File: config.mk
export PLATFORM = sky130hd
export DESIGN_NAME = upsample_tile_ctrl_flat
export DESIGN_NICKNAME = d
export VERILOG_FILES = /design/src/rtl/upsample_tile_ctrl_pkg.sv /design/src/rtl/upsample_tile_ctrl_if.sv /design/src/rtl/upsample_tile_ctrl_win_pos_counter.sv /design/src/rtl/upsample_tile_ctrl.sv /design/src/flat_wrapper.sv
export SDC_FILE = /design/constraint.sdc
export NUM_CORES = 1
export LEC_CHECK = 0
export ABC_CLOCK_PERIOD_IN_PS = 2200
export CORE_UTILIZATION = 48
export DETAILED_ROUTE_END_ITERATION = 8
export MAX_ROUTING_LAYER = met4
export PLACE_DENSITY_LB_ADDON = 0.08
export RECOVER_POWER = 25
export REMOVE_ABC_BUFFERS = 1
export SLEW_MARGIN = 20
export SYNTH_ARGS = -nofsm -noshare
export SYNTH_HDL_FRONTEND = slang
export SYNTH_SLANG_ARGS = --single-unit
File: constraint.sdc
create_clock -name clk -period 2.2 [get_ports clk]
set_input_delay 0.44 -clock clk [delete_from_list [all_inputs] [get_ports clk]]
set_output_delay 0.44 -clock clk [all_outputs]
set_load 0.01 [all_outputs]
File: src/rtl/upsample_tile_ctrl_pkg.sv
// Shared definitions for the upsampling tile-input sequencer: FSM state
// encoding, tile/window geometry and the window address helper.
package upsample_tile_ctrl_pkg;

    typedef enum logic [1:0] {
        ST_IDLE  = 2'd0,
        ST_PRIME = 2'd1,
        ST_SWEEP = 2'd2
    } state_e;

    localparam int TILE_W       = 4;
    localparam int WIN_PER_SIDE = 3;
    localparam int WIN_PER_TILE = 9;

    // Top-left address of the 2x2 window at (r,c): r*TILE_W + c.
    // With TILE_W=4 the multiply is a 2-bit shift.
    function automatic logic [3:0] win_addr(input logic [1:0] r, input logic [1:0] c);
        return {r, 2'b00} + {2'b00, c};
    endfunction

endpackage

File: src/rtl/upsample_tile_ctrl_if.sv
// Handshake and tile-register control bundle of the tile sequencer.
// master = controller side, slave = upstream/downstream/tile-register side.
interface upsample_tile_ctrl_if #(
    parameter int TIDX_W = 8,
    parameter int ADDR_W = 6
);
    logic              tile_valid;
    logic              tile_ready;
    logic              en_write_in;
    logic [ADDR_W-1:0] addr_input;
    logic              win_valid;
    logic              win_ready;
    logic [1:0]        win_row;
    logic [1:0]        win_col;
    logic              win_last;
    logic              frame_last;
    logic [TIDX_W-1:0] tile_idx;
    logic              busy;

    modport master (
        input  tile_valid, win_ready,
        output tile_ready, en_write_in, addr_input, win_valid, win_row, win_col,
               win_last, frame_last, tile_idx, busy
    );

    modport slave (
        output tile_valid, win_ready,
        input  tile_ready, en_write_in, addr_input, win_valid, win_row, win_col,
               win_last, frame_last, tile_idx, busy
    );
endinterface

File: src/rtl/upsample_tile_ctrl_win_pos_counter.sv
// Raster row/col counter over the 3x3 window positions of a tile.
// Also reports the address of the position that follows the current one,
// so the controller can pre-fetch the next window while streaming.
module win_pos_counter
    import upsample_tile_ctrl_pkg::*;
(
    input  logic       clk,
    input  logic       rst,
    input  logic       clr_i,
    input  logic       adv_i,
    output logic [1:0] row_o,
    output logic [1:0] col_o,
    output logic       last_o,
    output logic [3:0] next_addr_o
);
    logic [1:0] row_q, row_d;
    logic [1:0] col_q, col_d;
    logic [1:0] step_row_s;
    logic [1:0] step_col_s;

    // Position after one raster step; the last position wraps to (0,0) so
    // the counter never leaves the 3x3 range.
    always_comb begin
        step_row_s = row_q;
        step_col_s = col_q + 2'd1;
        if (col_q == 2'(WIN_PER_SIDE - 1)) begin
            step_col_s = 2'd0;
            if (row_q == 2'(WIN_PER_SIDE - 1)) begin
                step_row_s = 2'd0;
            end else begin
                step_row_s = row_q + 2'd1;
            end
        end else begin
            step_row_s = row_q;
        end
    end

    // Next-state selection: clear wins over advance, otherwise hold.
    always_comb begin
        row_d = row_q;
        col_d = col_q;
        if (clr_i) begin
            row_d = 2'd0;
            col_d = 2'd0;
        end else if (adv_i) begin
            row_d = step_row_s;
            col_d = step_col_s;
        end else begin
            row_d = row_q;
            col_d = col_q;
        end
    end

    // Position register.
    always_ff @(posedge clk or negedge rst) begin
        if (!rst) begin
            row_q <= 2'd0;
            col_q <= 2'd0;
        end else begin
            row_q <= row_d;
            col_q <= col_d;
        end
    end

    assign row_o       = row_q;
    assign col_o       = col_q;
    assign last_o      = (row_q == 2'(WIN_PER_SIDE - 1)) && (col_q == 2'(WIN_PER_SIDE - 1));
    assign next_addr_o = win_addr(step_row_s, step_col_s);

endmodule

File: src/rtl/upsample_tile_ctrl.sv
// Sequencer for the 4x4 tile input register of the upsampling path:
// accepts a tile, primes the register read port, then sweeps the 2x2 read
// window over all 9 positions under valid/ready backpressure.
module upsample_tile_ctrl
    import upsample_tile_ctrl_pkg::*;
#(
    parameter int FRAME_TILES = 16,
    parameter int TIDX_W      = 8,
    parameter int ADDR_W      = 6
) (
    input  logic                 clk,
    input  logic                 rst,
    upsample_tile_ctrl_if.master bus
);
    state_e            state_q;
    logic [TIDX_W-1:0] tile_idx_q;
    logic              accept_s;
    logic              fire_s;
    logic [1:0]        row_s;
    logic [1:0]        col_s;
    logic              pos_last_s;
    logic [3:0]        next_addr_s;
    logic [3:0]        cur_addr_s;
    logic              win_last_s;

    assign accept_s   = (state_q == ST_IDLE) && bus.tile_valid;
    assign fire_s     = (state_q == ST_SWEEP) && bus.win_ready;
    assign cur_addr_s = win_addr(row_s, col_s);
    assign win_last_s = (state_q == ST_SWEEP) && pos_last_s;

    win_pos_counter u_pos (
        .clk         (clk),
        .rst         (rst),
        .clr_i       (accept_s),
        .adv_i       (fire_s),
        .row_o       (row_s),
        .col_o       (col_s),
        .last_o      (pos_last_s),
        .next_addr_o (next_addr_s)
    );

    // Control FSM and per-frame tile counter; a tile only counts once its
    // last window has been handed downstream.
    always_ff @(posedge clk or negedge rst) begin
        if (!rst) begin
            state_q    <= ST_IDLE;
            tile_idx_q <= '0;
        end else begin
            case (state_q)
                ST_IDLE: begin
                    if (accept_s) begin
                        state_q <= ST_PRIME;
                    end else begin
                        state_q <= ST_IDLE;
                    end
                end
                ST_PRIME: begin
                    state_q <= ST_SWEEP;
                end
                ST_SWEEP: begin
                    if (fire_s && pos_last_s) begin
                        state_q <= ST_IDLE;
                        if (tile_idx_q == TIDX_W'(FRAME_TILES - 1)) begin
                            tile_idx_q <= '0;
                        end else begin
                            tile_idx_q <= tile_idx_q + TIDX_W'(1);
                        end
                    end else begin
                        state_q <= ST_SWEEP;
                    end
                end
                default: begin
                    state_q <= ST_IDLE;
                end
            endcase
        end
    end

    // Output decode. While streaming, the read address runs one position
    // ahead so the registered dout shows the next window on the next cycle;
    // while stalled it holds the current position so dout stays put.
    always_comb begin
        bus.tile_ready  = (state_q == ST_IDLE);
        bus.en_write_in = accept_s;
        bus.win_valid   = (state_q == ST_SWEEP);
        bus.busy        = (state_q != ST_IDLE);
        bus.win_row     = row_s;
        bus.win_col     = col_s;
        bus.win_last    = win_last_s;
        bus.frame_last  = win_last_s && (tile_idx_q == TIDX_W'(FRAME_TILES - 1));
        bus.tile_idx    = tile_idx_q;
        bus.addr_input  = '0;
        if (state_q == ST_SWEEP) begin
            if (fire_s) begin
                bus.addr_input = ADDR_W'(next_addr_s);
            end else begin
                bus.addr_input = ADDR_W'(cur_addr_s);
            end
        end else begin
            bus.addr_input = '0;
        end
    end

endmodule

File: src/flat_wrapper.sv
// flat-port wrapper written by rule: the top's interface ports become plain ports
module upsample_tile_ctrl_flat import upsample_tile_ctrl_pkg::*;
#(
    parameter int FRAME_TILES = 16,
    parameter int TIDX_W      = 8,
    parameter int ADDR_W      = 6
)
  (clk, rst, bus_tile_valid, bus_win_ready, bus_tile_ready, bus_en_write_in, bus_addr_input, bus_win_valid, bus_win_row, bus_win_col, bus_win_last, bus_frame_last, bus_tile_idx, bus_busy);
  upsample_tile_ctrl_if #(.TIDX_W(TIDX_W), .ADDR_W(ADDR_W)) bus_i ();
  input  logic clk;
  input  logic rst;
  input wire logic [$bits(bus_i.tile_valid)-1:0] bus_tile_valid;
  input wire logic [$bits(bus_i.win_ready)-1:0] bus_win_ready;
  output wire logic [$bits(bus_i.tile_ready)-1:0] bus_tile_ready;
  output wire logic [$bits(bus_i.en_write_in)-1:0] bus_en_write_in;
  output wire logic [$bits(bus_i.addr_input)-1:0] bus_addr_input;
  output wire logic [$bits(bus_i.win_valid)-1:0] bus_win_valid;
  output wire logic [$bits(bus_i.win_row)-1:0] bus_win_row;
  output wire logic [$bits(bus_i.win_col)-1:0] bus_win_col;
  output wire logic [$bits(bus_i.win_last)-1:0] bus_win_last;
  output wire logic [$bits(bus_i.frame_last)-1:0] bus_frame_last;
  output wire logic [$bits(bus_i.tile_idx)-1:0] bus_tile_idx;
  output wire logic [$bits(bus_i.busy)-1:0] bus_busy;
  assign bus_i.tile_valid = bus_tile_valid;
  assign bus_i.win_ready = bus_win_ready;
  assign bus_tile_ready = bus_i.tile_ready;
  assign bus_en_write_in = bus_i.en_write_in;
  assign bus_addr_input = bus_i.addr_input;
  assign bus_win_valid = bus_i.win_valid;
  assign bus_win_row = bus_i.win_row;
  assign bus_win_col = bus_i.win_col;
  assign bus_win_last = bus_i.win_last;
  assign bus_frame_last = bus_i.frame_last;
  assign bus_tile_idx = bus_i.tile_idx;
  assign bus_busy = bus_i.busy;
  upsample_tile_ctrl #(.FRAME_TILES(FRAME_TILES), .TIDX_W(TIDX_W), .ADDR_W(ADDR_W)) u_core (.clk(clk), .rst(rst), .bus(bus_i));
endmodule
==> impl_metrics.csv <==
group,metric,value,unit
sta,fin_skew,0.00128,ns
clocking,cts.htree.levels,1,
place,port_buffers,25,
logic_synthesis,synth_xor_area_share,4.02,%
logic_synthesis,post-synth-top-count-cell,"dfrtp_1",
setup_path,cp.arrival,1.69,ns
route,drt_iter0_markers,10,
sta,final-max-slew-violation-count,0,
logic_synthesis,synth_top_family_by_area,"simple AND/OR/NAND/NOR gates",
pwr,max-vdd-ir-drop,0.000674,V
logic_synthesis,synth_area_leaders,"dfrtp_1 (40%), nand3_1 (4.0%), a21oi_1 (2.9%)",
grt,grt.overflow.total,0,
setup_path,regToRegSetupSlack,0.71,ns
sta,tightest_slew,0.657,ns
sta,setup_viol,0,
setup_path,cp_slowest_stage_delay,0.54,ns
route,wire_per_inst,14.4,um
route,detail-route-antenna-nets,0,
logic_synthesis,yosysTopAreaCell,"dfrtp_1",
route,wirelength,2.16,mm
clocking,clock_sinks,14,
min_path,worstHoldPathType,"flip-flop to flip-flop",
setup_path,cp_cell_sequence,"buf_4 -> nand2b_4 -> inv_2 -> clkdlybuf4s50_1",
logic_synthesis,synth-simple-area-share,30.6,%
setup_path,startpoint_type,"flip-flop",
setup_path,reg2reg_from,"u_core.state_q[1]",
grt,track_usage,26.1,%
logic_synthesis,yosysSeqAreaShare,40.2,%
floorplan,die_w,44.6,um
clocking,cts-hold-fix-buffers,0,
place,gp_congestion,0.786,
logic_synthesis,synth-compound-area-share,12.5,%
logic_synthesis,yosysTopAreaCellShare,40.2,%
flow_run,maxCapViolations,0,
final_layout,regArea,350,um2
sta,rsz0062_at_grt,"false",
logic_synthesis,ys_top_cells_by_count,"dfrtp_1 (14), nand3_1 (7), a21oi_1 (5), nand2_1 (5), nor2_1 (5)",
floorplan,die_h,44.6,um
grt,antenna_found_initial,0,
sta,max_freq,0.470,GHz
setup_path,critPathRequiredTime,1.76,ns
route,vias,808,
final_layout,final.fill_count,124,
place,dp.final_hpwl,1.57,mm
clocking,worstSkewPairLatency,0.29,ns
logic_synthesis,ys_seq_elements,14,
setup_path,crit_buf_inv,3,
logic_synthesis,syn_inst,88,
min_path,hold_depth,1,
sta,worst_hold_slack,0.500,ns
floorplan,dieArea,1990,um2
min_path,worstHoldStart,"u_core.bus.tile_idx[7]",
setup_path,crit_slowest_cell,"clkdlybuf4s50_1",
final_layout,antenna_cells,0,
grt,grt_pass1_vias,752,
logic_synthesis,synth_fa_ha_area_share,1.43,%
logic_synthesis,ys.warnings.count,0,
logic_synthesis,synth_ff_type,"dfrtp_1",
grt,grt_pass1_wl,3.59,mm
logic_synthesis,avgSynthCellArea,9.91,um2
route,viasPerCell,5.39,
grt,grt_max_degree,15,
clocking,path_clk_slew,0.09,ns
clocking,cts_buffers,3,
floorplan,pin_count,28,
floorplan,start_util,51.1,%
setup_path,cp_top_family,"buffers and inverters",
logic_synthesis,ys_types,38,
setup_path,rr_worst_depth,5,
sta,finalSetupTns,0,ns
logic_synthesis,synth-edff-count,0,
sta,fin_crit_sh,96.7,%
floorplan,rows,15,
outcome,status,"complete, no violations",
sta,hold_viol,0,
logic_synthesis,async_flop_share,100,%
clocking,cts-root-buf,"clkbuf_4",
pwr,p_leak,0.578,nW
route,drtPass1Iterations,4,
setup_path,critPathCaptureType,"output port",
min_path,hold_end,"u_core.bus.tile_idx[7]",
setup_path,reg2reg_to,"u_core.bus.tile_idx[1]",
clocking,cts_tree,"yes",
final_layout,multi_input_area,477,um2
setup_path,path_class,"flip-flop to output port",
route,drc_errors,0,
final_layout,drive_above_1_share,29.6,%
pwr,power_density,825,nW/um2
sta,period_minus_slack,2.13,ns
setup_path,path_max_fanout,9,
logic_synthesis,synth.area.mux_share,3.59,%
setup_path,startpoint,"u_core.state_q[0]",
final_layout,nets,131,
logic_synthesis,synth_area,872,um2
floorplan,core_area,1710,um2
sta,maxSlewHeadroom,56.0,%
final_layout,syn_to_final_growth,42.8,%
clocking,cts_max_path_buffers,2,
-- power by group --
group	internal [W]	total, W	switching (W)
clock network	0.000101	0.000198	0.0000966
registers	0.000298	0.000340	0.0000422
logic	0.000252	0.000489	0.000237
total	0.000650	0.00103	0.000376
-- cell type report --
class                   instances  share of cell area, %
clock buffers                   4                   2.91
inverters                       4                   1.21
multi-input cells              64                   38.3
flip-flops and latches         14                   28.1
well taps                      25                   2.51
repair buffers                 39                   26.9
-- routing by layer --
metal  wire length [um]  track usage, %
met1                943            30.9
met2               1090            44.1
met3                 82            3.67
met4                 41            10.9
met5                  0               -
-- kinds of logic after synthesis --
| family | after synthesis |
|---|---|
| DFF | 14 |
| buffers and inverters | 11 |
| and+or+nand+nor | 38 |
| muxes | 3 |
| adders and majority gates | 1 |
| other | 1 |
| AOI/OAI and AO/OA | 16 |
| xor gates and xnor gates | 4 |
-- flip-flops by register name, summed over array words and instances (netlist names) --
register             flops
u_core.state_q           2
u_core.u_pos.col_o       2
u_core.bus.tile_idx      8
u_core.u_pos.row_o       2
-- worst register-to-register path, delay by kind of cell, from the launching register on --
kind	cells	cell delay [ns]
simple gates	2	0.31
flops	1	0.36
mux	1	0.35
buf+inv	2	0.36
-- worst max path at each step --
stage / end / slack, ns / cells after the start
after floorplan: bus_frame_last / 0.23 / 3
after global placement: bus_addr_input[2] / -0.26 / 5
after detailed placement: bus_addr_input[2] / -0.26 / 5
after CTS: bus_frame_last / 0.01 / 4
after global routing: bus_addr_input[2] / 0.03 / 5
final: bus_win_valid / 0.07 / 4
-- stage by stage --
| stage | power (W) | setup slack [ns] | instances | area [um2] | util, % |
|---|---|---|---|---|---|
| global route | 0.00108 | 0.0341 | 150 | 1240 | 72.9 |
| finish | 0.00103 | 0.0717 | 150 | 1240 | 72.9 |
| detailed placement | 0.000807 | -0.262 | 145 | 1210 | 70.6 |
| CTS | 0.00102 | 0.0135 | 150 | 1260 | 73.6 |
| global placement | 0.000801 | -0.261 | 145 | 1210 | 70.6 |
| floorplan | 0.000553 | 0.229 | 82 | 827 | - |
-- timing repair --
item                                    in CTS  in global routing
buffers inserted                             1                  0
gates cloned                                 0                  0
endpoints found under the setup margin       8                  3
pin swaps                                    0                  0
resized for setup                           12                  6
-- placed cells by master (no fill, tap or decap), drive strengths merged, types with 3 or more instances in the layout --
cell / instances
clkbuf: 7
dfrtp: 14
nor4: 3
dlygate4sd2: 4
nand2: 5
buf: 14
inv: 4
a21oi: 6
o21ai: 5
nand3: 7
nor2: 5
clkdlybuf4s50: 17
Power figures use the tool's default switching activity.
